$ cat src/rtl/klotski_tile_mover.sv
// Move-request responder for the 4x4 klotski engine: walks one tile to its
// target by routing the blank around it greedily, one blank step per cycle.
module klotski_tile_mover #(
    parameter int unsigned MAX_STEPS = 255
) (
    input  logic        i_clk,
    input  logic        i_rst_n,
    input  logic        i_start,
    input  logic [63:0] i_klotski,
    input  logic [15:0] i_mask,
    input  logic [3:0]  i_number,
    input  logic [3:0]  i_target,
    input  logic        i_flag,
    output logic [63:0] o_klotski,
    output logic [15:0] o_mask,
    output logic        o_finished,
    output logic        o_error,
    output logic        o_busy,
    output logic        o_move_valid,
    output logic [1:0]  o_move_dir,
    output logic [7:0]  o_step_cnt
);

    typedef enum logic [2:0] {
        S_IDLE,
        S_LOCATE,
        S_BLANK,
        S_SWAP,
        S_DONE
    } state_t;

    localparam logic [1:0] DIR_UP    = 2'd0;
    localparam logic [1:0] DIR_DOWN  = 2'd1;
    localparam logic [1:0] DIR_LEFT  = 2'd2;
    localparam logic [1:0] DIR_RIGHT = 2'd3;

    state_t      state, state_next;
    logic [63:0] board_r;
    logic [15:0] mask_r;
    logic [3:0]  number_r, target_r, last_target_r;
    logic [3:0]  next_r, prev_r;
    logic        prev_valid_r, err_r;
    logic        move_valid_r;
    logic [1:0]  move_dir_r;
    logic [7:0]  step_cnt_r;

    logic [3:0]  tile_pos, blank_pos;
    logic        tile_found, blank_found;

    // Priority pick: preferred vertical, preferred horizontal, then U/D/L/R.
    function automatic logic [2:0] pick(input logic [3:0] ok,
                                        input logic pv_en, input logic [1:0] pv_dir,
                                        input logic ph_en, input logic [1:0] ph_dir);
        logic [2:0] r;
        r = 3'b000;
        if (pv_en && ok[pv_dir])      r = {1'b1, pv_dir};
        else if (ph_en && ok[ph_dir]) r = {1'b1, ph_dir};
        else if (ok[0])               r = {1'b1, DIR_UP};
        else if (ok[1])               r = {1'b1, DIR_DOWN};
        else if (ok[2])               r = {1'b1, DIR_LEFT};
        else if (ok[3])               r = {1'b1, DIR_RIGHT};
        return r;
    endfunction

    always_comb begin
        tile_pos    = '0;
        tile_found  = 1'b0;
        blank_pos   = '0;
        blank_found = 1'b0;
        for (int unsigned c = 0; c < 16; c++) begin
            if (board_r[c*4 +: 4] == number_r) begin
                tile_pos   = 4'(c);
                tile_found = 1'b1;
            end
            if (board_r[c*4 +: 4] == 4'd0) begin
                blank_pos   = 4'(c);
                blank_found = 1'b1;
            end
        end
    end

    // Next cell for the tile, chosen once per tile step.
    logic [3:0] hn, vn, loc_next;
    logic       loc_err, loc_at_target;

    always_comb begin
        hn            = (tile_pos[1:0] > target_r[1:0]) ? tile_pos - 4'd1 : tile_pos + 4'd1;
        vn            = (tile_pos[3:2] > target_r[3:2]) ? tile_pos - 4'd4 : tile_pos + 4'd4;
        loc_next      = '0;
        loc_err       = 1'b0;
        loc_at_target = 1'b0;
        if (number_r == 4'd0 || !tile_found || !blank_found) begin
            loc_err = 1'b1;
        end else if (tile_pos == target_r) begin
            loc_at_target = 1'b1;
        end else if (tile_pos[1:0] != target_r[1:0] && !mask_r[hn]) begin
            loc_next = hn;
        end else if (tile_pos[3:2] != target_r[3:2] && !mask_r[vn]) begin
            loc_next = vn;
        end else begin
            loc_err = 1'b1;
        end
    end

    // Blank step selection toward next_r.
    logic [3:0] cand [4];
    logic [3:0] in_grid, legal, fresh;
    logic [2:0] sel_fresh, sel_any, sel;
    logic [3:0] mv_cell;
    logic       pv_en, ph_en;
    logic [1:0] pv_dir, ph_dir;
    logic [1:0] swap_dir;
    logic       budget_hit;

    always_comb begin
        cand[0] = blank_pos - 4'd4;
        cand[1] = blank_pos + 4'd4;
        cand[2] = blank_pos - 4'd1;
        cand[3] = blank_pos + 4'd1;
        in_grid = {blank_pos[1:0] != 2'd3, blank_pos[1:0] != 2'd0,
                   blank_pos[3:2] != 2'd3, blank_pos[3:2] != 2'd0};
        legal   = '0;
        fresh   = '0;
        for (int unsigned d = 0; d < 4; d++) begin
            legal[d] = in_grid[d] && !mask_r[cand[d]] && (cand[d] != tile_pos);
            fresh[d] = legal[d] && !(prev_valid_r && cand[d] == prev_r);
        end
        pv_en     = blank_pos[3:2] != next_r[3:2];
        pv_dir    = (next_r[3:2] < blank_pos[3:2]) ? DIR_UP : DIR_DOWN;
        ph_en     = blank_pos[1:0] != next_r[1:0];
        ph_dir    = (next_r[1:0] < blank_pos[1:0]) ? DIR_LEFT : DIR_RIGHT;
        sel_fresh = pick(fresh, pv_en, pv_dir, ph_en, ph_dir);
        sel_any   = pick(legal, pv_en, pv_dir, ph_en, ph_dir);
        // The cell just vacated is only reused when nothing else is legal.
        sel       = sel_fresh[2] ? sel_fresh : sel_any;
        mv_cell   = cand[sel[1:0]];

        if (tile_pos == blank_pos - 4'd4)      swap_dir = DIR_UP;
        else if (tile_pos == blank_pos + 4'd4) swap_dir = DIR_DOWN;
        else if (tile_pos == blank_pos - 4'd1) swap_dir = DIR_LEFT;
        else                                   swap_dir = DIR_RIGHT;

        budget_hit = {24'd0, step_cnt_r} >= MAX_STEPS;
    end

    logic latch, loc_ok, err_set, blank_move, swap, lock;

    always_ff @(posedge i_clk or negedge i_rst_n) begin
        if (!i_rst_n) state <= S_IDLE;
        else          state <= state_next;
    end

    always_comb begin
        state_next = state;
        latch      = 1'b0;
        loc_ok     = 1'b0;
        err_set    = 1'b0;
        blank_move = 1'b0;
        swap       = 1'b0;
        lock       = 1'b0;
        case (state)
            S_IDLE: begin
                if (i_start) begin
                    latch      = 1'b1;
                    state_next = S_LOCATE;
                end
            end
            S_LOCATE: begin
                if (loc_err) begin
                    err_set    = 1'b1;
                    state_next = S_DONE;
                end else if (loc_at_target) begin
                    lock       = 1'b1;
                    state_next = S_DONE;
                end else begin
                    loc_ok     = 1'b1;
                    state_next = S_BLANK;
                end
            end
            S_BLANK: begin
                if (blank_pos == next_r) begin
                    state_next = S_SWAP;
                end else if (!sel[2] || budget_hit) begin
                    err_set    = 1'b1;
                    state_next = S_DONE;
                end else begin
                    blank_move = 1'b1;
                end
            end
            S_SWAP: begin
                swap       = 1'b1;
                state_next = S_LOCATE;
            end
            S_DONE:  state_next = S_IDLE;
            default: state_next = S_IDLE;
        endcase
    end

    always_ff @(posedge i_clk or negedge i_rst_n) begin
        if (!i_rst_n) begin
            board_r       <= '0;
            mask_r        <= '0;
            number_r      <= '0;
            target_r      <= '0;
            last_target_r <= '0;
            next_r        <= '0;
            prev_r        <= '0;
            prev_valid_r  <= 1'b0;
            err_r         <= 1'b0;
            move_valid_r  <= 1'b0;
            move_dir_r    <= '0;
            step_cnt_r    <= '0;
        end else begin
            move_valid_r <= blank_move | swap;
            if (latch) begin
                board_r    <= i_klotski;
                mask_r     <= i_mask & ~(16'(i_flag) << last_target_r);
                number_r   <= i_number;
                target_r   <= i_target;
                step_cnt_r <= '0;
                err_r      <= 1'b0;
            end
            if (loc_ok) begin
                next_r       <= loc_next;
                prev_valid_r <= 1'b0;
            end
            if (blank_move) begin
                board_r[{blank_pos, 2'b00} +: 4] <= board_r[{mv_cell, 2'b00} +: 4];
                board_r[{mv_cell, 2'b00} +: 4]   <= '0;
                prev_r                           <= blank_pos;
                prev_valid_r                     <= 1'b1;
            end
            if (swap) begin
                board_r[{blank_pos, 2'b00} +: 4] <= number_r;
                board_r[{tile_pos, 2'b00} +: 4]  <= '0;
            end
            if (blank_move || swap) begin
                move_dir_r <= swap ? swap_dir : sel[1:0];
                if (step_cnt_r != '1) step_cnt_r <= step_cnt_r + 8'd1;
            end
            if (err_set) err_r <= 1'b1;
            if (lock) begin
                mask_r[target_r] <= 1'b1;
                last_target_r    <= target_r;
            end
        end
    end

    assign o_klotski    = board_r;
    assign o_mask       = mask_r;
    assign o_finished   = (state == S_DONE);
    assign o_error      = (state == S_DONE) && err_r;
    assign o_busy       = (state != S_IDLE);
    assign o_move_valid = move_valid_r;
    assign o_move_dir   = move_dir_r;
    assign o_step_cnt   = step_cnt_r;

endmodule

$ cat config.mk
export PLATFORM = sky130hd
export DESIGN_NAME = klotski_tile_mover
export DESIGN_NICKNAME = d
export VERILOG_FILES = /design/src/rtl/klotski_tile_mover.sv
export SDC_FILE = /design/constraint.sdc
export NUM_CORES = 1
export LEC_CHECK = 0
export BUFFER_PORTS_ARGS = -buffer_cell sky130_fd_sc_hd__buf_2
export CORE_MARGIN = 5
export CORE_UTILIZATION = 32
export CTS_CLUSTER_DIAMETER = 80
export CTS_CLUSTER_SIZE = 25
export DETAILED_ROUTE_END_ITERATION = 16
export PLACE_DENSITY_LB_ADDON = 0.12
export SLEW_MARGIN = 20
export SYNTH_ARGS = -nofsm -noshare
export SYNTH_HDL_FRONTEND = slang
export SYNTH_SLANG_ARGS = --single-unit
export TNS_END_PERCENT = 5
$ cat constraint.sdc
create_clock -name i_clk -period 17.8 [get_ports i_clk]
set_clock_uncertainty 0.1 [all_clocks]
set_input_delay 0.89 -clock i_clk [delete_from_list [all_inputs] [get_ports i_clk]]
set_output_delay 0.89 -clock i_clk [all_outputs]
set_load 0.05 [all_outputs]
==> results of run 1 <==
[routing by layer]
metal	GRT usage	routed length [um]	vias up	share of wire
met5	0	0	-	0
met2	0.452	28500	853	0.42
met3	0.0830	6670	143	0.099
met1	0.430	29100	7157	0.43
li1	-	-	6252	-
met4	0.120	2910	0	0.043
[cell usage in the layout, fill, tap and decap left out, types with 39 or more instances in the layout]
cell	netlist	routed
o221ai_1	39	39
nand2_1	252	251
nor2_1	90	89
mux2i_1	103	103
a21oi_1	103	102
nand3_1	64	64
buf_2	15	184
o21ai_0	94	93
xnor2_1	80	79
dfrtp_1	116	116
[sequential cells by signal, indices dropped and copies added, names as in the netlist]
signal / cells
o_klotski: 64
o_mask: 16
o_step_cnt: 8
last_target_r: 4
next_r: 4
number_r: 4
prev_r: 4
target_r: 4
state: 3
o_move_dir: 2
err_r: 1
o_move_valid: 1
prev_valid_r: 1
[cells by family after synthesis]
logic type / after synthesis
fa+ha+maj: 26
xor+xnor: 97
compound gates: 471
flops: 116
buf+inv: 145
simple gates: 612
mux: 124
[worst min-delay path by stage]
stage	slack [ps]	from	depth (start not counted)	to
2_1_floorplan	370	err_r	2	err_r
3_3_place_gp	400	prev_r[2]	2	prev_r[2]
3_5_place_dp	400	prev_r[2]	2	prev_r[2]
4_1_cts	360	i_rst_n	1	next_r[2]
5_1_grt	390	i_rst_n	1	next_r[2]
6_report	350	i_rst_n	1	next_r[2]
[final cells by class]
type | instances | area, um2 | area share
sequential | 116 | 2900 | 0.203
clock buffer | 18 | 439 | 0.0307
multi-input combinational | 1330 | 8820 | 0.617
inverter | 41 | 154 | 0.0108
clock inverter | 13 | 171 | 0.0120
tap | 511 | 639 | 0.0447
timing repair buffer | 217 | 1170 | 0.0818
[critical path: cells and delay by family, from the launching register on]
kind | cells | cell delay (ps)
AOI/OAI and AO/OA | 15 | 3920
adders and majority gates | 2 | 1200
buffers and inverters | 3 | 1340
DFF | 1 | 480
and+or+nand+nor | 6 | 2320
[cell usage after synthesis, types with 10 or more instances]
cell	number
clkbuf_1	66
a31oi_1	10
mux2_2	12
and3_1	22
xnor2_1	80
mux2i_1	103
a21oi_1	103
ha_1	25
nand2_1	252
and2_1	17
nor2_1	90
or4_1	16
nand3_1	64
nand4_1	32
o211ai_1	32
a32oi_1	14
o221ai_1	39
a211o_1	14
nor4_1	27
a211oi_1	19
dfrtp_1	116
nand2b_1	13
nor3_1	27
inv_1	37
buf_2	15
o22ai_1	34
xor2_1	14
buf_1	12
o21ai_0	94
[per-stage QoR]
stage	setup WS [ps]	std cells	hold slack [ps]	instance area (um2)
after global placement	8420	2215	396	13700
after floorplan	9980	1591	369	12300
after CTS	8330	2246	359	14300
after global routing	7630	2246	385	14300
final	8230	2246	354	14300
after detailed placement	8380	2215	395	13700
==> reports/metrics.csv, run 1 <==
metric,value,unit
Nets,1841,
Cells after Synth,1591,
initial antenna violation count,0,
Filler cells,3966,
Synth area leader,dfrtp_1,
Max-Cap Viols,0,
post-DP HPWL,49.8,mm
CTS Buffer Depth,2,
cell mode on critical path,o21ai_0,
largest net degree at the start of global routing,47,
PortBufs,185,
Post-CTS Resized,0,
Setup-failing EPs final,0,
die area,42400,um2
layout cell share with drive strength beyond 1,0.181,
ant diodes,0,
total congestion overflow,0,
Final Max Tran Viols,0,
Post-synth EDFFs,0,
Crit. Startpoint,o_klotski[40],
via total after detailed routing,14400,
core area,37800,um2
Clock transition at path regs,80,ps
DRT iter0 DRCs,1689,
Hold WC Path Type,in2async,
outcome,"complete, no violations",
CP startpoint kind,register,
sequential fraction of the synthesis area,0.236,
WP data arrival,9770,ps
max incr delay on CP,790,ps
worst-path fanout max,38,
Final Util,0.379,
H-tree depth,4,
final hold viol count,0,
CP Capture Type,register,
Reg-to-Reg Start,o_klotski[40],
top-area cell type share of the netlist area,0.236,
Worst-Skew Late Latency,460,ps
GPL Wtd Cong,1.01,
Post-CTS Setup Inserts,0,
io pins,186,
top_reg_cell synth,dfrtp_1,
Post-Synth Simple-Gate Area,0.243,
fin crit share,0.538,
Slowest cell on crit path,nor4_1,
Area Growth Syn to Fin,16.4,%
min cycle time layout,9570,ps
Die X,206,um
Slew @ Worst Pin,1280,ps
worst r2r path cells,26,
first-pass GRT wire length,95.8,mm
Synth Register Bits,116,
mux cell area share after synthesis,0.111,
First-pass DRT Iterations,6,
syn_nets,1709,
Post-CTS Hold Buffers,0,
Netlist cell types,99,
starting density of the core,0.325,
worst setup path end,o_klotski[12],
Slew HR,0.140,
CP required,18000,ps
RSZ-0062 raised after global routing,false,
Compound-Gate Fraction of Synth Area,0.261,
largest family of logic cells by synthesized area,compound AO/OA/AOI/OAI gates,
Avg Vias per Cell,6.41,
CTS tree,built,
reg-to-reg critical path endpoint,o_klotski[12],
synth top area cells,"dfrtp_1 (24%), mux2i_1 (8.4%), nand2_1 (7.7%), xnor2_1 (5.7%), a21oi_1 (4.2%)",
DRC,0,
Synth Area in XOR/XNOR,0.0716,
Yosys Warn Count,0,
row count,71,
Final ANT Viol Nets,0,
gr usage total,0.308,
die height,206,um
routed wire length,67.2,mm
syn avg cell area,7.71,um2
Reg2Reg Setup Slack,8230,ps
CTS root buffer,clkbuf_16,
Post-Synth Adder-Cell Area,0.0271,
vias in the first global route,13500,
Max Fclk,105,MHz
TritonCTS Sinks,116,
TritonCTS Buffers,17,
kind of critical path,reg2reg,
Post-synth ARST share,1.00,
drt wl/cell,29.9,um
Setup TNS,0,ps
post-synthesis cell area,12300,um2
Power of run 1 is left out: the tool's default activity adds up to more than one toggle a clock period on the data nets, which glitch-free logic cannot reach.
==> run 2: changes to the inputs <==
clock period = 8.35 ns   (was 17.8 ns; I/O delays follow)
==> reports/metrics.csv, run 2 (synthesis gave the netlist of run 1 again) <==
metric,value,unit,change
outcome,"complete, no violations",,
Max Fclk,127,MHz,+22%
drt wl/cell,28.3,um,-5.2%
via total after detailed routing,14600,,+1.3%
Setup TNS,0,ps,unchanged
kind of critical path,reg2reg,,
initial antenna violation count,1,,+1
reg-to-reg critical path endpoint,o_klotski[5],,
WL met1,27.6,mm,-5.1%
CP Capture Type,register,,
Nets,1890,,+2.7%
first-pass GRT wire length,94.6,mm,-1.3%
io pins,186,,unchanged
Setup-failing EPs final,0,,unchanged
CTS Buffer Depth,2,,unchanged
"commonest cells after routing, fill and taps aside","nand2_1 (251), buf_2 (185), dfrtp_1 (115)",,
Area Growth Syn to Fin,19.9,%,
die height,206,um,unchanged
WL met2,28.7,mm,+0.71%
die area,42400,um2,unchanged
Clock transition at path regs,60,ps,-20 ps
min cycle time layout,7860,ps,-1700 ps
Die X,206,um,unchanged
PortBufs,185,,unchanged
DRC,0,,unchanged
Reg-to-Reg Start,o_klotski[45],,
GPL Wtd Cong,1.04,,+2.9%
post-DP HPWL,49.4,mm,-0.86%
Worst-Skew Late Latency,460,ps,about the same
final hold viol count,0,,unchanged
Max-Cap Viols,0,,unchanged
core area,37800,um2,unchanged
vias in the first global route,13800,,+2.1%
Reg2Reg Setup Slack,490,ps,-7750 ps
Hold WC Path Type,in2async,,
top layer in use,met4,,
register area,2900,um2,about the same
routed wire length,65.1,mm,-3.1%
row count,71,,unchanged
Met3 Wirelength,6.17,mm,-7.4%
gr usage total,0.300,,-0.00721
CP required,8580,ps,-9420 ps
total congestion overflow,0,,unchanged
CP startpoint kind,register,,
starting density of the core,0.325,,unchanged
Filler cells,3941,,-0.63%
Final Max Tran Viols,0,,unchanged
Slew HR,0.221,,+0.0808
H-tree depth,4,,unchanged
layout cell share with drive strength beyond 1,0.207,,+0.0263
Slew @ Worst Pin,1160,ps,-122 ps
max reg flops,64,,unchanged
TritonCTS Sinks,116,,unchanged
First-pass DRT Iterations,6,,unchanged
Avg Vias per Cell,6.35,,-0.92%
Final ANT Viol Nets,0,,unchanged
TritonCTS Buffers,17,,unchanged
CTS tree,built,,
Post-CTS Setup Inserts,0,,unchanged
largest net degree at the start of global routing,64,,+36%
worst-path fanout max,31,,-18%
WP data arrival,8090,ps,-1680 ps
DRT iter0 DRCs,1760,,+4.2%
worst r2r path cells,25,,-3.8%
"most common cell after layout, fill and taps aside",nand2_1,,
fin crit share,0.942,,+0.404
multi-input logic area,8840,um2,+0.33%
CTS root buffer,clkbuf_16,,
RSZ-0062 raised after global routing,false,,
-- run 2: cell count changes in the layout (fill, tap and decap cells not counted), moves of 2 or more --
cell and delta:
inv_6 -4, clkbuf_8 +3, clkinv_2 +2, nor4_1 -6, nor4_2 +6, buf_4 +47
-- run 2: metal layers --
metal	up-vias	GRT usage
met3	172	0.0632
met2	903	0.453
li1	6365	-
met4	0	0.116
met1	7156	0.421
met5	-	0
-- run 2: layout make-up --
cell class,instances,share of cell area
clock inverter,11,0.0100
tap,511,0.0434
multi-input combinational,1330,0.601
timing repair buffer,266,0.105
clock buffer,21,0.0326
sequential,116,0.197
inverter,41,0.0105
antenna,1,0.000170
-- run 2: worst max-delay path, cell delays in order, from the launching register on --
cell and delay (ps):
dfrtp_1 580, or4_1 650, a21oi_1 270, nand2_1 150, o31a_4 530, ha_1 370, inv_1 180, nand3_1 110
a211oi_1 320, o21ai_0 140, o221ai_1 250, a21boi_0 240, o21ai_1 100, nand3_1 200, o22ai_1 170, nor4_2 370
a21oi_2 50, buf_4 210, nor2_2 340, a21o_1 380, ha_1 490, or3b_1 440, o21ai_1 370, and3_1 310
nor4_1 80, a211o_1 310
-- run 2: how the worst max path moves through the flow --
| stage | cells past startpoint | slack (ps) | from | end |
|---|---|---|---|---|
| global route | 24 | 170 | o_klotski[45] | o_klotski[12] |
| floorplan | 29 | 530 | o_klotski[20] | o_klotski[20] |
| CTS | 26 | 250 | o_klotski[24] | o_klotski[5] |
| global placement | 26 | 90 | o_klotski[40] | o_klotski[13] |
| detailed placement | 26 | 310 | o_klotski[24] | o_klotski[5] |
| finish | 25 | 490 | o_klotski[45] | o_klotski[5] |
-- run 2: stage by stage --
stage | utilization | setup slack [ps] | cells | area (um2) | hold slack (ps)
3_5_place_dp | 0.372 | 309 | 2264 | 14000 | 410
6_report | 0.390 | 485 | 2297 | 14700 | 13.3
2_1_floorplan | - | 526 | 1591 | 12300 | 21.9
5_1_grt | 0.390 | 172 | 2296 | 14700 | 64.9
4_1_cts | 0.389 | 250 | 2296 | 14700 | 41.6
3_3_place_gp | 0.372 | 87.1 | 2263 | 14000 | 391
-- run 2: repair_timing --
action / CTS / global route
hold buffers: 0 / 0
gates resized for setup: 0 / 8
endpoints found under the setup margin: 0 / 50
Power of run 2 is left out for the same reason.
